## src/rtl/vend_slot_arbiter.sv

```systemverilog
// Two-slot arbiter in front of a single vending_machine core: round-robin session grant,
// coin forwarding, vend completion/change return. Define VEND_TIMEOUT_EN for the idle-session abort.

module vend_slot_lane (
    input  logic       req,
    input  logic       own,
    input  logic [1:0] coin,
    output logic       take
);
    // Only 5 (01) and 10 (10) are legal; 11 stalls the slot, it is never acked.
    assign take = req & own & ((coin == 2'b01) | (coin == 2'b10));
endmodule

module vend_slot_arbiter #(
    parameter int TIMEOUT_CYCLES = 16,
    parameter int CNT_W          = 5
) (
    input  logic       clock,
    input  logic       reset,
    input  logic [1:0] req,
    input  logic [1:0] coin_0,
    input  logic [1:0] coin_1,
    output logic [1:0] coin_ack,
    output logic [1:0] grant,
    output logic       busy,
    output logic [1:0] vm_in,
    output logic       vm_rst_n,
    input  logic       vm_out,
    input  logic [1:0] vm_change,
    output logic [1:0] vend_done,
    output logic [1:0] change_out,
    output logic       abort
);
    localparam int NUM_SLOTS = 2;

    typedef enum logic [1:0] {IDLE, SESSION, DRAIN} state_t;

    state_t                    state;
    logic                      rr_last;
    logic                      in_session;
    logic                      owner;
    logic                      accept;
    logic                      timeout_hit;
    logic [1:0]                pick;
    logic [NUM_SLOTS-1:0]      take;
    logic [NUM_SLOTS-1:0][1:0] coins;

    if (CNT_W < $clog2(TIMEOUT_CYCLES + 1)) begin : g_cnt_w_chk
        $error("CNT_W too narrow for TIMEOUT_CYCLES");
    end

    assign coins      = {coin_1, coin_0};
    assign in_session = (state == SESSION);
    assign owner      = grant[1];
    assign accept     = |take;

    for (genvar i = 0; i < NUM_SLOTS; i++) begin : g_lane
        vend_slot_lane u_lane (
            .req  (req[i]),
            .own  (grant[i] & in_session),
            .coin (coins[i]),
            .take (take[i])
        );
    end

    // Tie goes to the slot that did not own the previous session.
    assign pick = (req == 2'b11) ? (rr_last ? 2'b01 : 2'b10) : req;

`ifdef VEND_TIMEOUT_EN
    logic [CNT_W-1:0] idle_cnt;
    logic             abort_q;

    // vm_out in the terminal idle cycle wins over the abort.
    assign timeout_hit = in_session & ~accept & ~vm_out &
                         (idle_cnt == CNT_W'(TIMEOUT_CYCLES - 1));

    always_ff @(posedge clock or negedge reset) begin
        if (!reset) begin
            idle_cnt <= '0;
            abort_q  <= 1'b0;
        end else begin
            abort_q <= timeout_hit;
            if (!in_session || accept)
                idle_cnt <= '0;
            else if (!vm_out)
                idle_cnt <= idle_cnt + 1'b1;
        end
    end

    assign abort    = abort_q;
    assign vm_rst_n = reset & ~abort_q;
`else
    assign timeout_hit = 1'b0;
    assign abort       = 1'b0;
    assign vm_rst_n    = reset;
`endif

    always_ff @(posedge clock or negedge reset) begin
        if (!reset) begin
            state      <= IDLE;
            grant      <= '0;
            coin_ack   <= '0;
            vm_in      <= '0;
            vend_done  <= '0;
            change_out <= '0;
            busy       <= 1'b0;
            rr_last    <= 1'b1;
        end else begin
            coin_ack   <= '0;
            vm_in      <= '0;
            vend_done  <= '0;
            change_out <= '0;
            case (state)
                IDLE: begin
                    if (|req) begin
                        grant <= pick;
                        busy  <= 1'b1;
                        state <= SESSION;
                    end
                end
                SESSION: begin
                    if (vm_out) begin
                        vend_done  <= grant;
                        change_out <= vm_change;
                        rr_last    <= owner;
                        grant      <= '0;
                        state      <= DRAIN;
                    end else if (timeout_hit) begin
                        rr_last <= owner;
                        grant   <= '0;
                        state   <= DRAIN;
                    end else if (accept) begin
                        coin_ack <= take;
                        vm_in    <= coins[owner];
                    end
                end
                DRAIN: begin
                    busy  <= 1'b0;
                    state <= IDLE;
                end
                default: begin
                    grant <= '0;
                    busy  <= 1'b0;
                    state <= IDLE;
                end
            endcase
        end
    end
endmodule

```

## config.mk

```make
export PLATFORM = sky130hd
export DESIGN_NAME = vend_slot_arbiter
export DESIGN_NICKNAME = d
export VERILOG_FILES = /design/src/rtl/vend_slot_arbiter.sv
export SDC_FILE = /design/constraint.sdc
export NUM_CORES = 1
export LEC_CHECK = 0
export ABC_CLOCK_PERIOD_IN_PS = 2000
export CAP_MARGIN = 20
export CORE_MARGIN = 1.5
export CORE_UTILIZATION = 32
export CTS_BUF_LIST = sky130_fd_sc_hd__clkbuf_16
export CTS_CLUSTER_SIZE = 28
export DETAILED_ROUTE_END_ITERATION = 8
export RECOVER_POWER = 25
export SLEW_MARGIN = 15
export SYNTH_ARGS = -nofsm -noshare
export SYNTH_HDL_FRONTEND = slang
export SYNTH_SLANG_ARGS = --single-unit
export TNS_END_PERCENT = 10
```

## constraint.sdc

```tcl
create_clock -name clock -period 2 [get_ports clock]
set_input_delay 0.3 -clock clock [delete_from_list [all_inputs] [get_ports clock]]
set_output_delay 0.3 -clock clock [all_outputs]
set_load 0.005 [all_outputs]
```

==> run summary, run 1 <==
• 2 — count of routing violations after the opening detailed-route iteration
• sky130_fd_sc_hd__clkbuf_16 — master cell of the clock root buffer
• 1920 um — first-pass GRT wire length
• 332 ps — fin worst setup slack
• 40 ps — clock slew at reported path FFs
• 0.551 — sequential element share of the synthesized area
• 24 — Top Ports
• sky130_fd_sc_hd__dfrtp_1 — most area-hungry cell type in the Yosys netlist
• 0.510 — post-synth top area share
• 0.722 — RePlAce Congestion
• 14 — synthesis-stage register bit count
• 0 — cts hold-fix bufs
• 47.7 um — horizontal die dimension
• 4 — drt pass-1 iters
• primary input — startpoint type of the worst setup path
• primary input to primary output — Setup Crit Path Kind
• 0 — number of antenna violations at the first check in global routing
• 1.00 — share of synthesized registers carrying an async set or reset
• 0 ps — sum of negative setup slack
• 0.489 — Relative slew margins
• 0.834 — final worst-path cycle share
• 47.7 um — Die Y-Extent
• complete, no violations — run status
• 0 — max-slew violation count
• 48.0% — area added between synthesis and finish
• 89 — number of nets in the final layout
• 22 — Port Buffer Count
• 54 — Synth Instances
• sky130_fd_sc_hd__dfrtp_1 — most used flip-flop cell after synthesis
• 0.129 — overall fraction of global-route tracks in use
• 766 ps — Least-Margin Pin Slew
• 14 — number of sinks driven by the clock tree
• 0 — Yosys warning total
• 638 sq um — post-synthesis instance area
• 102 — number of standard cells in the layout, taps in and fillers out
• 11.8 sq um — post-synthesis area per instance
• 2.92 ps — worst clock skew
• 240 ps — clk_lat worst skew
• 0 — Final Hold Vio Count
• 0 — setup bufs post-CTS
• 15 — Core Rows
• primary output — type of element capturing the critical path
• 436 — number of global-route vias before repair
• 0.205 — met2 GRT Util
• state[0] — beginning of the worst register-to-register path
• 511 ps — Worst Hold Margin
• 0.599 GHz — max frequency
• 926 um — estimated wirelength of the detail-placed design
• 1670 ps — post-layout minimum cycle time
• dlygate4sd3_1 -> clkdlybuf4s50_1 — worst path cell trace
• 2270 sq um — die area
• register to register — Tightest Hold Check Type
• 0 — count of flip-flops with a built-in enable after synthesis
• 65 — number of nets produced by synthesis
• 1 — deepest level of the CTS H-tree
• sky130_fd_sc_hd__dfrtp_1 51%, sky130_fd_sc_hd__dfstp_2 4.1%, sky130_fd_sc_hd__and3_1 3.9%, sky130_fd_sc_hd__buf_4 3.5%, sky130_fd_sc_hd__and4b_1 3.1% — biggest area contributors in the synthesized netlist
• 13 x sky130_fd_sc_hd__dfrtp_1, 4 x sky130_fd_sc_hd__and3_1, 3 x sky130_fd_sc_hd__buf_4 — Post-synth top cells
• 0.0909 — fraction of layout instances using a drive strength above 1
• no — setup repair after global routing missed its margin
• reset — source of the critical timing path
• 1370 ps — Arr. time, crit path
• 2 — total buffers and inverters traversed by the critical path
• buffers and inverters — kind of cell with the highest combined delay on the critical path
• 1290 um — total wirelength of the detailed-routed design
• sky130_fd_sc_hd__dlygate4sd3_1 — Slowest-stage cell, CP
• 2 — Max Root-Sink Buffers
• met2 — busiest metal layer after global routing
• 4.72 — Via density
• 0 — Resized cells post-CTS
• 0.526 mV — largest vdd supply drop
• busy — startpoint of the worst hold path
• 481 — via count
• 3 — cts bufs inserted
• 0 — antenna-violating nets left
• 0 — Max-Cap Viols
• 0.0113 — met3 usage
• sky130_fd_sc_hd__dfrtp_1 — most frequent cell after synthesis
• 0 — count of final setup violators
• 0.435 nW — P_leak
• 1180 nW/um^2 — PD cells
• 15 — largest net degree at the start of global routing
• 560 ps — highest cell delay on the worst timing path
• 25 — number of distinct library cells after synthesis
• 0 — diodes inserted
• 1700 ps — critical path required time
• 0.155 — met1 Resource Use GR
• 12.6 um — final routed wire length divided by cell count
• 98 — total placed cells including tap cells
• 0.354 — Initial Utilization
• done — CTS tree
• 2 — maximum fanout along the worst path
• 0 — DRC violations left
• 382 ps — Placement Setup Slack
• 1800 sq um — placeable core region
• 0 — grt ovf
-- report_power, final --
part / internal, mW / switching, mW
sequential: 0.358 / 0.0763
clock: 0.264 / 0.110
combinational: 0.191 / 0.119
-- sequential cells by signal (all words and copies together) (netlist names) --
| signal | flops |
|---|---|
| change_out | 2 |
| coin_ack | 2 |
| grant | 2 |
| state | 2 |
| vend_done | 2 |
| vm_in | 2 |
| busy | 1 |
| rr_last | 1 |
-- final cells by class --
cell class / instances / area [sq um]
multi-input cells: 34 / 251
fillers: 170 / 857
inverters: 2 / 7.51
repair buffers: 23 / 224
clock buffers: 3 / 75.1
well taps: 25 / 31.3
flip-flops and latches: 14 / 352
clock inverters: 1 / 3.75
-- through the flow --
step | power, mW | util | instance area (sq um)
after floorplan | 0.601 | - | 638
after global placement | 0.743 | 0.483 | 870
after detailed placement | 0.751 | 0.483 | 870
after CTS | 1.13 | 0.526 | 948
after global routing | 1.18 | 0.524 | 945
final | 1.12 | 0.524 | 945
-- kinds of logic (layout without fill, tap and decap cells) --
| kind of cell | Yosys count | count (layout) | share of synthesized area |
|---|---|---|---|
| compound gates | 9 | 9 | 0.0961 |
| xor+xnor | 2 | 2 | 0.0275 |
| buf+inv | 6 | 29 | 0.0549 |
| flops | 14 | 14 | 0.551 |
| mux | 3 | 3 | 0.0490 |
| other cells | 1 | 1 | 0.00588 |
| simple gates | 19 | 19 | 0.216 |
-- cells in the final DEF, fill, tap and decap left out --
cell	Yosys	final
sky130_fd_sc_hd__dfrtp_1	13	13
sky130_fd_sc_hd__inv_1	2	3
sky130_fd_sc_hd__nand2b_1	2	2
sky130_fd_sc_hd__o2bb2ai_1	2	2
sky130_fd_sc_hd__nor2b_4	1	1
sky130_fd_sc_hd__conb_1	1	1
sky130_fd_sc_hd__a32oi_1	1	1
sky130_fd_sc_hd__nand2_1	2	2
sky130_fd_sc_hd__clkbuf_16	0	3
sky130_fd_sc_hd__mux2i_1	2	2
sky130_fd_sc_hd__and3b_1	2	2
sky130_fd_sc_hd__clkdlybuf4s50_1	0	21
sky130_fd_sc_hd__xor2_1	2	2
sky130_fd_sc_hd__nor4b_1	2	2
sky130_fd_sc_hd__and4b_1	2	2
sky130_fd_sc_hd__dfstp_2	1	1
sky130_fd_sc_hd__mux2_1	1	1
sky130_fd_sc_hd__and3_1	4	4
sky130_fd_sc_hd__and2_4	1	1
sky130_fd_sc_hd__a21oi_1	2	2
sky130_fd_sc_hd__o21ai_0	1	1
sky130_fd_sc_hd__and2_2	1	1
sky130_fd_sc_hd__o21a_1	1	1
sky130_fd_sc_hd__clkbuf_1	0	1
sky130_fd_sc_hd__dlygate4sd3_1	0	1
sky130_fd_sc_hd__nor2_1	2	2
sky130_fd_sc_hd__a31oi_1	2	2
-- per-layer routing --
metal  up-vias  wire length (um)
met5         -                 0
met4         0                27
met3         2                66
met2        18               638
met1       228               557
li1        233                 -
-- final timing paths --
check | end | slack, ps | cells past startpoint
setup reg to reg | rr_last | 730 | 3
max in group asynchronous | state[1] | 810 | 2
hold reg to reg | busy | 510 | 2
hold / removal | busy | 510 | 2
min in group asynchronous | vm_in[1] | 710 | 2
setup / recovery | vm_rst_n | 330 | 2
No activity file was read; power rests on OpenSTA's default activity.
==> run 2, diff against run 1 <==
--- a/config.mk
+++ b/config.mk
@@ -5,7 +5,7 @@
 export SDC_FILE = /design/constraint.sdc
 export NUM_CORES = 1
 export LEC_CHECK = 0
-export ABC_CLOCK_PERIOD_IN_PS = 2000
+export ABC_CLOCK_PERIOD_IN_PS = 1500
 export CAP_MARGIN = 20
 export CORE_MARGIN = 1.5
 export CORE_UTILIZATION = 32
==> constraint.sdc (replaced) <==
create_clock -name clock -period 1.5 [get_ports clock]
set_input_delay 0.225 -clock clock [delete_from_list [all_inputs] [get_ports clock]]
set_output_delay 0.225 -clock clock [all_outputs]
set_load 0.005 [all_outputs]
==> run summary, run 2 (same netlist as run 1, synthesis figures left out) <==
• 510 ps — highest cell delay on the worst timing path, -50 ps
• met2 — busiest metal layer after global routing
• 0.969 — final worst-path cycle share
• 0.528 — Relative slew margins, +0.0390
• 2 — Max Root-Sink Buffers, unchanged
• 0.450 nW — P_leak, +3.6%
• 7 — count of routing violations after the opening detailed-route iteration, +5
• state[1] — beginning of the worst register-to-register path
• busy — Hold Path End
• primary output — type of element capturing the critical path
• 179 — filler cell count in the final layout, +5.3%
• 220 ps — setup slack, reg-to-reg, -510 ps
• 2 — maximum fanout along the worst path, unchanged
• 52.7% — area added between synthesis and finish
• 1270 um — total wirelength of the detailed-routed design, -1.9%
• sky130_fd_sc_hd__clkbuf_16 — master cell of the clock root buffer
• complete, no violations — run status
• 1550 nW/um^2 — PD cells, +31%
• 0 — DRC violations left, unchanged
• 501 — via count, +4.2%
• 0 — setup bufs post-CTS, unchanged
• primary input to primary output — Setup Crit Path Kind
• 0 — grt ovf, unchanged
• 240 ps — clk_lat worst skew, about the same
• 1 — deepest level of the CTS H-tree, unchanged
• 0 — count of final setup violators, unchanged
• 15 — Core Rows, unchanged
• sky130_fd_sc_hd__clkdlybuf4s50_1 — Slowest-stage cell, CP
• 46.2 ps — fin worst setup slack, -285 ps
• sky130_fd_sc_hd__clkdlybuf4s50_1 — most common cell after layout, fill and taps aside
• primary input — startpoint type of the worst setup path
• 3 — number of cell instances on the worst register-to-register path, unchanged
• 15 — largest net degree at the start of global routing, unchanged
• 520 ps — Worst Hold Margin, +9.67 ps
• 47.7 um — Die Y-Extent, unchanged
• sky130_fd_sc_hd__clkdlybuf4s50_1 — Most Frequent Cell on Critical Path
• 1450 ps — post-layout minimum cycle time
• 22 x sky130_fd_sc_hd__clkdlybuf4s50_1, 13 x sky130_fd_sc_hd__dfrtp_1, 4 x sky130_fd_sc_hd__and3_1, 4 x sky130_fd_sc_hd__buf_4, 3 x sky130_fd_sc_hd__clkbuf_16 — commonest cells after routing, fill and taps aside
• 0 — number of antenna violations at the first check in global routing, unchanged
• 14 — number of sinks driven by the clock tree, unchanged
• 0 — max-slew violation count, unchanged
• 0 — Final Hold Vio Count, unchanged
• 2 — depth of the worst hold-timing path, unchanged
• 0 — antenna-violating nets left, unchanged
• 2270 sq um — die area, unchanged
• -7.65 ps — Placement Setup Slack, -390 ps
• 0.0226 — met3 usage, +0.0113
• 352 sq um — flip-flop and latch area, unchanged
• 0.706 — RePlAce Congestion, -2.3%
• 3 — drt pass-1 iters, -1
• 11.9 um — final routed wire length divided by cell count, -5.6%
• 1270 ps — critical path required time, -430 ps
• 0.152 — met1 Resource Use GR, -0.00358
• 24 — Top Ports, unchanged
• 0.136 — fraction of layout instances using a drive strength above 1, +0.0449
• 0.138 — overall fraction of global-route tracks in use, +0.00884
• 0.241 — met2 GRT Util, +0.0351
• 0 — Max-Cap Viols, unchanged
• 0 — cts hold-fix bufs, unchanged
• buffers and inverters — kind of cell with the highest combined delay on the critical path
• 4.73 — Via density, +0.23%
• 40 ps — clock slew at reported path FFs, about the same
• 0 — Resized cells post-CTS, unchanged
• 1230 ps — Arr. time, crit path, -140 ps
• 0.688 GHz — max frequency
• 1800 sq um — placeable core region, unchanged
• 496 — number of global-route vias before repair, +14%
• 0.354 — Initial Utilization, unchanged
• 3 — cts bufs inserted, unchanged
• 708 ps — Least-Margin Pin Slew, -58.5 ps
• 2080 um — first-pass GRT wire length, +8.6%
• vm_in[1] — Critical R2R Capture
• done — CTS tree
• 0 — diodes inserted, unchanged
• register to register — Tightest Hold Check Type
• no — setup repair after global routing missed its margin
• busy — startpoint of the worst hold path
• 0 ps — sum of negative setup slack, unchanged
• 251 sq um — area of the multi-input gates, unchanged
• 47.7 um — horizontal die dimension, unchanged
• 0.740 mV — largest vdd supply drop, +41%
• 996 um — estimated wirelength of the detail-placed design, +7.5%
• clkdlybuf4s50_1 -> clkdlybuf4s50_1 — worst path cell trace
• 2 — total buffers and inverters traversed by the critical path, unchanged
• 22 — Port Buffer Count, unchanged
• 0.883 ps — worst clock skew, -2.04 ps
• 93 — number of nets in the final layout, +4.5%
## run 2: worst max path at each step
stage	start	end	slack [ps]	depth (start not counted)
2_1_floorplan	state[1]	rr_last	360	3
3_3_place_gp	coin_0[1]	vm_in[1]	30	4
3_5_place_dp	coin_0[1]	vm_in[1]	-8	4
4_1_cts	reset	vm_rst_n	20	2
5_1_grt	reset	vm_rst_n	6	2
6_report	reset	vm_rst_n	50	2
## run 2: power by group
part           internal [mW]  switching [mW]
logic                  0.274           0.183
clock network          0.351           0.140
registers              0.477          0.0819
total                   1.10           0.405
## run 2: layout make-up
| class | instances | area share |
|---|---|---|
| Clock buffer | 3 | 0.0770 |
| Multi-Input combinational cell | 34 | 0.258 |
| Tap cell | 25 | 0.0321 |
| Inverter | 2 | 0.00770 |
| Clock inverter | 1 | 0.00385 |
| Timing Repair Buffer | 27 | 0.261 |
| Sequential cell | 14 | 0.361 |
## run 2: per-layer routing
| metal | part of all wire | vias up | wire [um] |
|---|---|---|---|
| li1 | - | 244 | - |
| met1 | 0.43 | 237 | 550 |
| met2 | 0.50 | 18 | 631 |
| met3 | 0.045 | 2 | 57 |
| met4 | 0.021 | 0 | 27 |
| met5 | 0 | - | 0 |
## run 2: stage by stage
step / instances / instance area (sq um) / total power [mW] / util
3_5_place_dp: 102 / 900 / 1.03 / 0.499
2_1_floorplan: 54 / 638 / 0.801 / -
3_3_place_gp: 102 / 900 / 1.02 / 0.499
4_1_cts: 106 / 978 / 1.53 / 0.543
5_1_grt: 106 / 975 / 1.61 / 0.541
6_report: 106 / 975 / 1.51 / 0.541
==> run 3, diff against run 2 <==
--- a/config.mk
+++ b/config.mk
@@ -6,7 +6,6 @@
 export NUM_CORES = 1
 export LEC_CHECK = 0
 export ABC_CLOCK_PERIOD_IN_PS = 1500
-export CAP_MARGIN = 20
 export CORE_MARGIN = 1.5
 export CORE_UTILIZATION = 32
 export CTS_BUF_LIST = sky130_fd_sc_hd__clkbuf_16
==> results of run 3 <==
Final layout, timing and power as in run 2 (identical DEF).
